**config.mk**
```make
export PLATFORM = sky130hd
export DESIGN_NAME = heart_rate_est
export DESIGN_NICKNAME = d
export VERILOG_FILES = /design/src/rtl/heart_rate_est.sv
export SDC_FILE = /design/constraint.sdc
export NUM_CORES = 1
export LEC_CHECK = 0
export CORE_AREA = 2 2 190 192
export CTS_CLUSTER_DIAMETER = 200
export CTS_CLUSTER_SIZE = 30
export DETAILED_ROUTE_END_ITERATION = 8
export DIE_AREA = 0 0 192 194
export PLACE_DENSITY = 0.58
export SETUP_SLACK_MARGIN = 0.3
export SLEW_MARGIN = 20
export SYNTH_ARGS = -nofsm -noshare
export SYNTH_HDL_FRONTEND = slang
export SYNTH_SLANG_ARGS = --single-unit
export TNS_END_PERCENT = 50
```
**constraint.sdc**
```tcl
create_clock -name clk -period 7.9 [get_ports clk]
set_clock_uncertainty 0.15 [all_clocks]
set_input_delay 1.58 -clock clk [delete_from_list [all_inputs] [get_ports clk]]
set_output_delay 1.58 -clock clk [all_outputs]
set_load 0.05 [all_outputs]
```
**src/rtl/heart_rate_est.sv**
```systemverilog
// PPG beat detector with hysteresis, IBI measurement, outlier rejection, windowed average and BPM divide.
// Latency: o_beat_pulse 1 cycle after the crossing sample; o_bpm/o_bpm_valid 20 cycles after o_beat_pulse.
// Backpressure: none; strobe-driven input, all outputs are strobes or levels with no ready handshake.
module heart_rate_est #(
    parameter int DATA_WIDTH = 18,
    parameter int P_SYS_CLK  = 50_000_000,
    parameter int AVG_LOG2   = 2,
    parameter int MIN_IBI_MS = 300,
    parameter int MAX_IBI_MS = 2000,
    parameter int TIMEOUT_MS = 2500,
    parameter int BPM_WIDTH  = 8
) (
    input  logic                         clk,
    input  logic                         rst,
    input  logic                         i_data_valid,
    input  logic signed [DATA_WIDTH-1:0] i_ac_data,
    input  logic signed [DATA_WIDTH-1:0] i_thr_high,
    input  logic signed [DATA_WIDTH-1:0] i_thr_low,
    output logic                         o_beat_pulse,
    output logic [15:0]                  o_ibi_ms,
    output logic                         o_reject,
    output logic [BPM_WIDTH-1:0]         o_bpm,
    output logic                         o_bpm_valid,
    output logic                         o_no_signal
);

    localparam int TICK_DIV = P_SYS_CLK / 1000;
    localparam int TICK_W   = (TICK_DIV > 1) ? $clog2(TICK_DIV) : 1;
    localparam int DEPTH    = 1 << AVG_LOG2;
    localparam int SUM_W    = 16 + AVG_LOG2;
    localparam int FILL_W   = AVG_LOG2 + 1;
    localparam int PTR_W    = AVG_LOG2;
    localparam logic [16:0] DIVIDEND = 17'd60000;
    localparam logic [16:0] BPM_MAX  = 17'((1 << BPM_WIDTH) - 1);

    // ---------------------------------------------------------------
    // Beat detector
    // ---------------------------------------------------------------
    typedef enum logic {FIND_PEAK, FIND_TROUGH} det_state_t;
    det_state_t det_state, det_next;
    logic       beat_det;

    // Detector state register
    always_ff @(posedge clk) begin
        if (rst) det_state <= FIND_PEAK;
        else     det_state <= det_next;
    end

    // Hysteresis transitions, only on valid samples, strict signed compares
    always_comb begin
        det_next = det_state;
        if (i_data_valid) begin
            case (det_state)
                FIND_PEAK:   if (i_ac_data > i_thr_high) det_next = FIND_TROUGH;
                FIND_TROUGH: if (i_ac_data < i_thr_low)  det_next = FIND_PEAK;
                default:     det_next = FIND_PEAK;
            endcase
        end
    end

    // Beat request: rising crossing of the peak threshold while looking for a peak
    always_comb begin
        beat_det = i_data_valid && (det_state == FIND_PEAK) && (i_ac_data > i_thr_high);
    end

    // Register the request into a one-cycle pulse
    always_ff @(posedge clk) begin
        if (rst) o_beat_pulse <= 1'b0;
        else     o_beat_pulse <= beat_det;
    end

    // ---------------------------------------------------------------
    // Millisecond tick and IBI counter
    // ---------------------------------------------------------------
    logic [TICK_W-1:0] tick_cnt;
    logic              ms_tick;
    logic [15:0]       ibi_cnt;
    logic              timeout_hit;

    assign ms_tick     = (tick_cnt == TICK_W'(TICK_DIV - 1));
    // Only the transition onto TIMEOUT_MS counts; a saturated counter does not re-fire
    assign timeout_hit = ms_tick && !o_beat_pulse && (ibi_cnt == 16'(TIMEOUT_MS - 1));

    // Free-running ms prescaler
    always_ff @(posedge clk) begin
        if (rst || ms_tick) tick_cnt <= '0;
        else                tick_cnt <= tick_cnt + TICK_W'(1);
    end

    // Interval counter: a beat clears it and swallows a coincident tick
    always_ff @(posedge clk) begin
        if (rst || o_beat_pulse)
            ibi_cnt <= '0;
        else if (ms_tick && (ibi_cnt != 16'(TIMEOUT_MS)))
            ibi_cnt <= ibi_cnt + 16'd1;
    end

    // Loss-of-signal level: set on timeout, cleared by the next beat
    always_ff @(posedge clk) begin
        if (rst)               o_no_signal <= 1'b1;
        else if (o_beat_pulse) o_no_signal <= 1'b0;
        else if (timeout_hit)  o_no_signal <= 1'b1;
    end

    // ---------------------------------------------------------------
    // Interval capture and acceptance
    // ---------------------------------------------------------------
    logic              eval_vld;
    logic [15:0]       eval_ibi;
    logic              eval_discard;
    logic [15:0]       hist [DEPTH];
    logic [PTR_W-1:0]  ptr;
    logic [FILL_W-1:0] fill;
    logic [SUM_W-1:0]  sum;
    logic [1:0]        rej_cnt;
    logic [15:0]       avg;
    logic [15:0]       diff;
    logic              full, in_range, is_reject, is_accept, flush_rej;

    // Snapshot the interval at the beat; the first beat after loss of signal is discarded
    always_ff @(posedge clk) begin
        if (rst) begin
            eval_vld     <= 1'b0;
            eval_ibi     <= '0;
            eval_discard <= 1'b0;
        end else begin
            eval_vld <= o_beat_pulse;
            if (o_beat_pulse) begin
                eval_ibi     <= ibi_cnt;
                eval_discard <= o_no_signal;
            end
        end
    end

    assign avg      = 16'(sum >> AVG_LOG2);
    assign full     = (fill == FILL_W'(DEPTH));
    assign in_range = (eval_ibi >= 16'(MIN_IBI_MS)) && (eval_ibi <= 16'(MAX_IBI_MS));
    assign diff     = (eval_ibi >= avg) ? (eval_ibi - avg) : (avg - eval_ibi);

    // Accept/reject decision; out-of-range intervals fall through silently
    always_comb begin
        is_reject = eval_vld && !eval_discard && in_range && full && (diff > (avg >> 2));
        is_accept = eval_vld && !eval_discard && in_range && !is_reject;
        flush_rej = is_reject && (rej_cnt == 2'd2);
    end

    // History ring, running sum, fill level, reject streak and IBI/reject outputs
    always_ff @(posedge clk) begin
        if (rst) begin
            for (int i = 0; i < DEPTH; i++) hist[i] <= '0;
            ptr      <= '0;
            fill     <= '0;
            sum      <= '0;
            rej_cnt  <= '0;
            o_ibi_ms <= '0;
            o_reject <= 1'b0;
        end else begin
            o_reject <= is_reject;
            if (timeout_hit) begin
                ptr     <= '0;
                fill    <= '0;
                sum     <= '0;
                rej_cnt <= '0;
            end else if (is_reject) begin
                if (flush_rej) begin
                    ptr     <= '0;
                    fill    <= '0;
                    sum     <= '0;
                    rej_cnt <= '0;
                end else begin
                    rej_cnt <= rej_cnt + 2'd1;
                end
            end else if (is_accept) begin
                hist[ptr] <= eval_ibi;
                ptr       <= ptr + PTR_W'(1);
                // Until the window is full the slot being written holds nothing counted in sum
                sum       <= sum + SUM_W'(eval_ibi) - (full ? SUM_W'(hist[ptr]) : '0);
                fill      <= full ? fill : fill + FILL_W'(1);
                rej_cnt   <= '0;
                o_ibi_ms  <= eval_ibi;
            end
        end
    end

    // ---------------------------------------------------------------
    // BPM divider: 60000 / avg, restoring, one quotient bit per cycle
    // ---------------------------------------------------------------
    typedef enum logic {DIV_IDLE, DIV_BUSY} div_state_t;
    div_state_t     div_state, div_next;
    logic           start_q, pend;
    logic           div_load, div_last;
    logic [16:0]    dvd;
    logic [15:0]    dvs;
    logic [15:0]    rem;
    logic [15:0]    quo;
    logic [4:0]     iter;
    logic [16:0]    rem_sh;
    logic           rem_ge;
    logic [15:0]    rem_nx;
    logic [16:0]    quo_nx;
    logic [BPM_WIDTH-1:0] bpm_res;

    // Divide request lands the cycle after an accept that leaves the window full
    always_ff @(posedge clk) begin
        if (rst) start_q <= 1'b0;
        else     start_q <= is_accept && (full || (fill == FILL_W'(DEPTH - 1)));
    end

    // One-deep pending request while the divider is busy
    always_ff @(posedge clk) begin
        if (rst || timeout_hit) pend <= 1'b0;
        else if (div_load)      pend <= 1'b0;
        else if (start_q)       pend <= 1'b1;
    end

    // Divider state register
    always_ff @(posedge clk) begin
        if (rst) div_state <= DIV_IDLE;
        else     div_state <= div_next;
    end

    // Divider next state; a timeout abandons an in-flight divide
    always_comb begin
        div_next = div_state;
        case (div_state)
            DIV_IDLE: if (div_load) div_next = DIV_BUSY;
            DIV_BUSY: if (timeout_hit || div_last) div_next = DIV_IDLE;
            default:  div_next = DIV_IDLE;
        endcase
    end

    // Divider control decodes and one restoring step
    always_comb begin
        div_load = (div_state == DIV_IDLE) && (start_q || pend) && !timeout_hit;
        div_last = (div_state == DIV_BUSY) && (iter == 5'd16) && !timeout_hit;
        rem_sh   = {rem, dvd[16]};
        rem_ge   = (rem_sh >= {1'b0, dvs});
        rem_nx   = rem_ge ? 16'(rem_sh - {1'b0, dvs}) : rem_sh[15:0];
        quo_nx   = {quo, rem_ge};
        bpm_res  = (quo_nx > BPM_MAX) ? '1 : quo_nx[BPM_WIDTH-1:0];
    end

    // Divider datapath
    always_ff @(posedge clk) begin
        if (rst) begin
            dvd  <= '0;
            dvs  <= '0;
            rem  <= '0;
            quo  <= '0;
            iter <= '0;
        end else if (div_load) begin
            dvd  <= DIVIDEND;
            dvs  <= avg;
            rem  <= '0;
            quo  <= '0;
            iter <= '0;
        end else if (div_state == DIV_BUSY) begin
            dvd  <= {dvd[15:0], 1'b0};
            rem  <= rem_nx;
            quo  <= quo_nx[15:0];
            iter <= iter + 5'd1;
        end
    end

    // BPM output: cleared on loss of signal, updated with a strobe when a divide completes
    always_ff @(posedge clk) begin
        if (rst) begin
            o_bpm       <= '0;
            o_bpm_valid <= 1'b0;
        end else begin
            o_bpm_valid <= 1'b0;
            if (timeout_hit) begin
                o_bpm <= '0;
            end else if (div_last) begin
                o_bpm       <= bpm_res;
                o_bpm_valid <= 1'b1;
            end
        end
    end

endmodule

```
# Word level (Yosys, flattened, before mapping)
# Memory sizes are Yosys's and may differ from the RTL's. A register that Yosys moved wholly into a read port is not among the register bits.
# Index checks and enable logic that the tools add are counted.
[word_totals]
out_inout_bits = 28
ramBits = 64
memories = 1
in_bits = 57
elab_cells = 135
reg_bits = 172
[mem_list]
columns = ["memory", "depth", "width", "rd", "rd_ports_with_merged_regs", "write_ports", "line", "source"]
rows = [
  ["hist", 4, 16, 1, 1, 4, "111", "logic [15:0] hist [DEPTH];"],
]
[op_classes]
addsub = 11
eq_ne = 9
mux = 40
n_reduce_logical = 37
n_lt_le_gt_ge = 8
n_bitwise = 4
[ops]
columns = ["cell", "count"]
rows = [
  ["$mux 16", 6],
  ["$mux 18", 3],
  ["$sub 16x16->16", 3],
  ["$add 16x1->16 const B", 2],
  ["$add 18x16->18", 1],
  ["$gt 18x18->1", 1],
  ["$lt 18x18->1", 1],
  ["$mux 2", 9],
  ["$sub 18x16->18", 1],
  ["$ge 17x16->1", 1],
  ["$gt 17x8->1 const B", 1],
  ["$logic_and 1x1->1", 17],
  ["$eq 16x12->1 const B", 1],
  ["$eq 16x16->1 const B", 1],
  ["$ge 16x16->1", 1],
  ["$ge 16x9->1 const B", 1],
  ["$gt 16x14->1", 1],
  ["$le 16x11->1 const B", 1],
  ["$ne 16x12->1 const B", 1],
  ["$reduce_or 16->1", 1],
  ["$mux 1", 15],
  ["$mux 3", 4],
  ["$mux 8", 1],
  ["$logic_or 1x1->1", 6],
  ["other kinds (15)", 29],
]

# Depth between registers and ports, before layout
[logic_depth]
ltp_word = 14
ltp_mapped = 26
mapped_depth_nobuf = 24

# Worst setup path before layout
# OpenSTA, ideal clock, no wires.
[synth_path]
path_type = "register to register"
start = "register eval_ibi[8]"
end = "memory hist[0][0], enable pin"
t_required_ns = 7.314
path_slack_ns = 1.157
path_stages_with_launch = 23
t_arrival_ns = 6.158
path_buffers = 2
setup_time_ns = 0.436
cell_sequence = "dfxtp_1 -> inv_1 -> ha_1 -> buf_6 -> and4_4 -> and3_4 -> o21ai_2 -> a32oi_4 -> mux2i_1 -> o21ai_2 -> a21oi_2 -> o21ai_1 -> a221oi_2 -> xnor2_1 -> ha_1 -> a2111oi_0 -> a31o_2 -> nor3b_2 -> o21ai_2 -> o2111ai_2 -> nand2_4 -> buf_4 -> o41ai_1"
[synth_rtl]
columns = ["element", "line", "source"]
rows = [
  ["start, declared", "109", "logic [15:0] eval_ibi;"],
  ["start signal, assigned", "129", "eval_ibi <= ibi_cnt;"],
  ["end, declared", "111", ""],
]

==> metrics.txt <==
DR pass1 iterations=5; Max FO, Critical Path=21; clock root cell=clkbuf_16; via count=about 10000; unrepaired setup endpoints after global routing=false; Total GRT Usage=18.3%; FILL cells=3452; I/O pin total=85; die height=between 150 and 200 um; Switching Fraction=approximately 22%; max-cap viol count=0; worst r2r dst=hist[0][6]; CP startpoint=eval_ibi[3]; Setup CP Type=register to register; vias in the first global route=10187; share of power burned in registers=62.5%; initial antenna violation count=0; post-route setup slack=1.13 ns; CTS tree=done; Psw=0.455 mW; Combinational Power Share=6.0%; total negative setup slack=0 ns; area grow syn2layout=11.7%; Via density=5.19; CORE AREA=35200 um^2; routability cong.=0.915; Final Setup Violations=0; Crit path arrival time=6.98 ns; Yosys top cell area share=between 20% and 30%; Clk pwr share=31.5%; Routed WL=33600 um; Post-Syn Area per Cell=slightly below 10 um^2; # port buffers=84; final clock period utilization by the worst path=85.7%; status=finished, final reports clean; crit end category=register; fin nets=approximately 1700; hold crit path type=register to register; Period minus WS final=6.77 ns; fin cells=~2000; sequential cell area fraction in the yosys report=38.7%; CP Launch Type=register; leakage=about 6.3 nW; GRT overflow=0; Synth area leaders=dfxtp_1 (25%), edfxtp_1 (14%), ha_1 (11%); post-CTS setup buffer count=0; Starting DRT DRC Count=689; R2R cell count=20; DP Worst Slack=1.32 ns; later-pin clock latency in the skew report=0.49 ns; slew at the pin closest to its max-slew limit=a little over 0.9 ns; Die Wd=around 190 um; Reg2Reg Launch Point=eval_ibi[3]; Post-Synthesis Cell Area=14000 um^2; first-pass GRT wire length=54800 um; number of diodes=0; HPWL Detailed=25700 um; Worst IR Drop VDD=110 uV; Synth Flop Type=dfxtp_1; cts repair resizes=0; DRC=0; final hold vios=0; clk buf depth=3; cell count after placement=1965; crit path capture=hist[0][6]; post-synthesis instance total=1443; hold_ws=0.315 ns; cts bufs inserted=11; # rows=69; Hold Buf Count CTS=0; area leader, netlist=dfxtp_1; Async S/R FF share, synth=0%; Initial Util=39.7%; maximum level of the CTS H-tree=1; EDFF count, synth=between 60 and 70; internal power=1.59 mW; Pwr Density=between 100 and 150 nW/um^2; reg2reg setup slack=1.13 ns; Critical Path RT=8.10 ns; largest net degree at the start of global routing=50; count of pins over their slew limit=0; fin util=44.3%; Die Footprint=37200 um^2; CTS sink count=238; post-DR wirelength/cell=17.0 um; synth warn=0; top-count cell post-synth=dfxtp_1; commonest cells in the netlist=dfxtp_1 (174), inv_1 (143), nor2_1 (129); Synth cell types=slightly above 80; fraction of layout cells with a size suffix above 1=6.06%; Synth Register Bits=238; normalized max-slew margin=a little under two fifths; clk slew on worst S/H paths=approximately 0.12 ns; FMAX=between 100 and 150 MHz; Post-DRT Antenna Nets=0
[per-layer routing]
layer	track usage [%]	vias up	routed length, um
li1	-	5187	-
met1	24.9	4885	16000
met2	31.0	172	15800
met3	2.37	40	1200
met4	3.87	0	660
met5	0	-	0
[power by group through the flow]
stage / sequential (mW) / combinational, mW / clock [mW]
2_1_floorplan: 1.30 / 0.0669 / 0
3_3_place_gp: 1.30 / 0.121 / 0
3_5_place_dp: 1.30 / 0.123 / 0
4_1_cts: 1.28 / 0.124 / 0.671
5_1_grt: 1.28 / 0.138 / 0.712
6_report: 1.28 / 0.122 / 0.643
[logic make-up (layout without fill, tap and decap cells)]
family                     Yosys count  count (layout)  synth area share (%)
and+or+nand+nor                    406             406                  15.3
DFF                                238             238                  38.7
AOI/OAI and AO/OA                  300             300                  14.5
adders and majority gates          140             140                  13.6
muxes                               85              85                  7.59
xor gates and xnor gates            72              72                  4.51
buffers and inverters              201             258                  5.89
other                                1              20                0.0268
[critical path, cell delays in order, from the launching register on]
cell and delay, ns:
dfxtp_1 0.49, inv_1 0.15, ha_1 0.51, nand3_1 0.19, a31oi_1 0.29, o21ai_2 0.11
a32oi_4 0.68, buf_4 0.29, mux2i_1 0.34, o21ai_1 0.15, a221oi_2 0.27, xnor2_1 0.15
ha_1 0.28, a2111oi_0 0.46, a31o_2 0.26, nor3b_2 0.18, o21ai_2 0.10, o2111ai_2 0.31
nand2_4 0.26, nor4_2 0.78, and2_1 0.23
[worst min-delay path by stage]
stage	startpoint	endpoint	slack, ns	depth (start not counted)
after floorplan	tick_cnt[0]	tick_cnt[0]	0.27	1
after global placement	tick_cnt[0]	tick_cnt[0]	0.28	1
after detailed placement	o_ibi_ms[0]	o_ibi_ms[0]	0.29	1
after CTS	tick_cnt[0]	tick_cnt[0]	0.32	1
after global routing	tick_cnt[0]	tick_cnt[0]	0.33	1
final	o_ibi_ms[3]	o_ibi_ms[3]	0.31	1
[flip-flops by register name, indices dropped and copies added (netlist names), 3 cells and up, named ones only]
| signal | cells |
|---|---|
| ibi_cnt | 16 |
| quo | 16 |
| hist | 64 |
| dvs | 16 |
| sum | 18 |
| iter | 5 |
| eval_ibi | 16 |
| fill | 3 |
| tick_cnt | 16 |
| o_bpm | 8 |
| o_ibi_ms | 16 |
| dvd | 12 |
| rem | 16 |
[layout make-up]
type,count,area (um^2),area share (%)
inverter,144,541,3.46
timing repair buffer,99,953,6.11
clock inverter,1,3.75,0.0240
multi-input combinational,1023,7840,50.2
sequential,238,5410,34.6
tap,461,577,3.70
clock buffer,14,287,1.84
[per-stage QoR]
stage | total power [mW] | instance area, um^2
after floorplan | 1.37 | 14000
after global placement | 1.43 | 15300
after detailed placement | 1.43 | 15300
after CTS | 2.07 | 15600
after global routing | 2.13 | 15600
final | 2.04 | 15600
[layout by cell type (no fill, tap or decap), types with 35 or more instances in the layout]
cell type	count
dfxtp_1	173
inv_1	143
nor2_1	129
ha_1	121
clkdlybuf4s50_1	84
a21oi_1	72
mux2i_1	64
edfxtp_1	64
nand2_1	59
o21ai_0	58
and2_1	45
xor2_1	41
a21o_1	35
(Power assumes the default switching activity.)
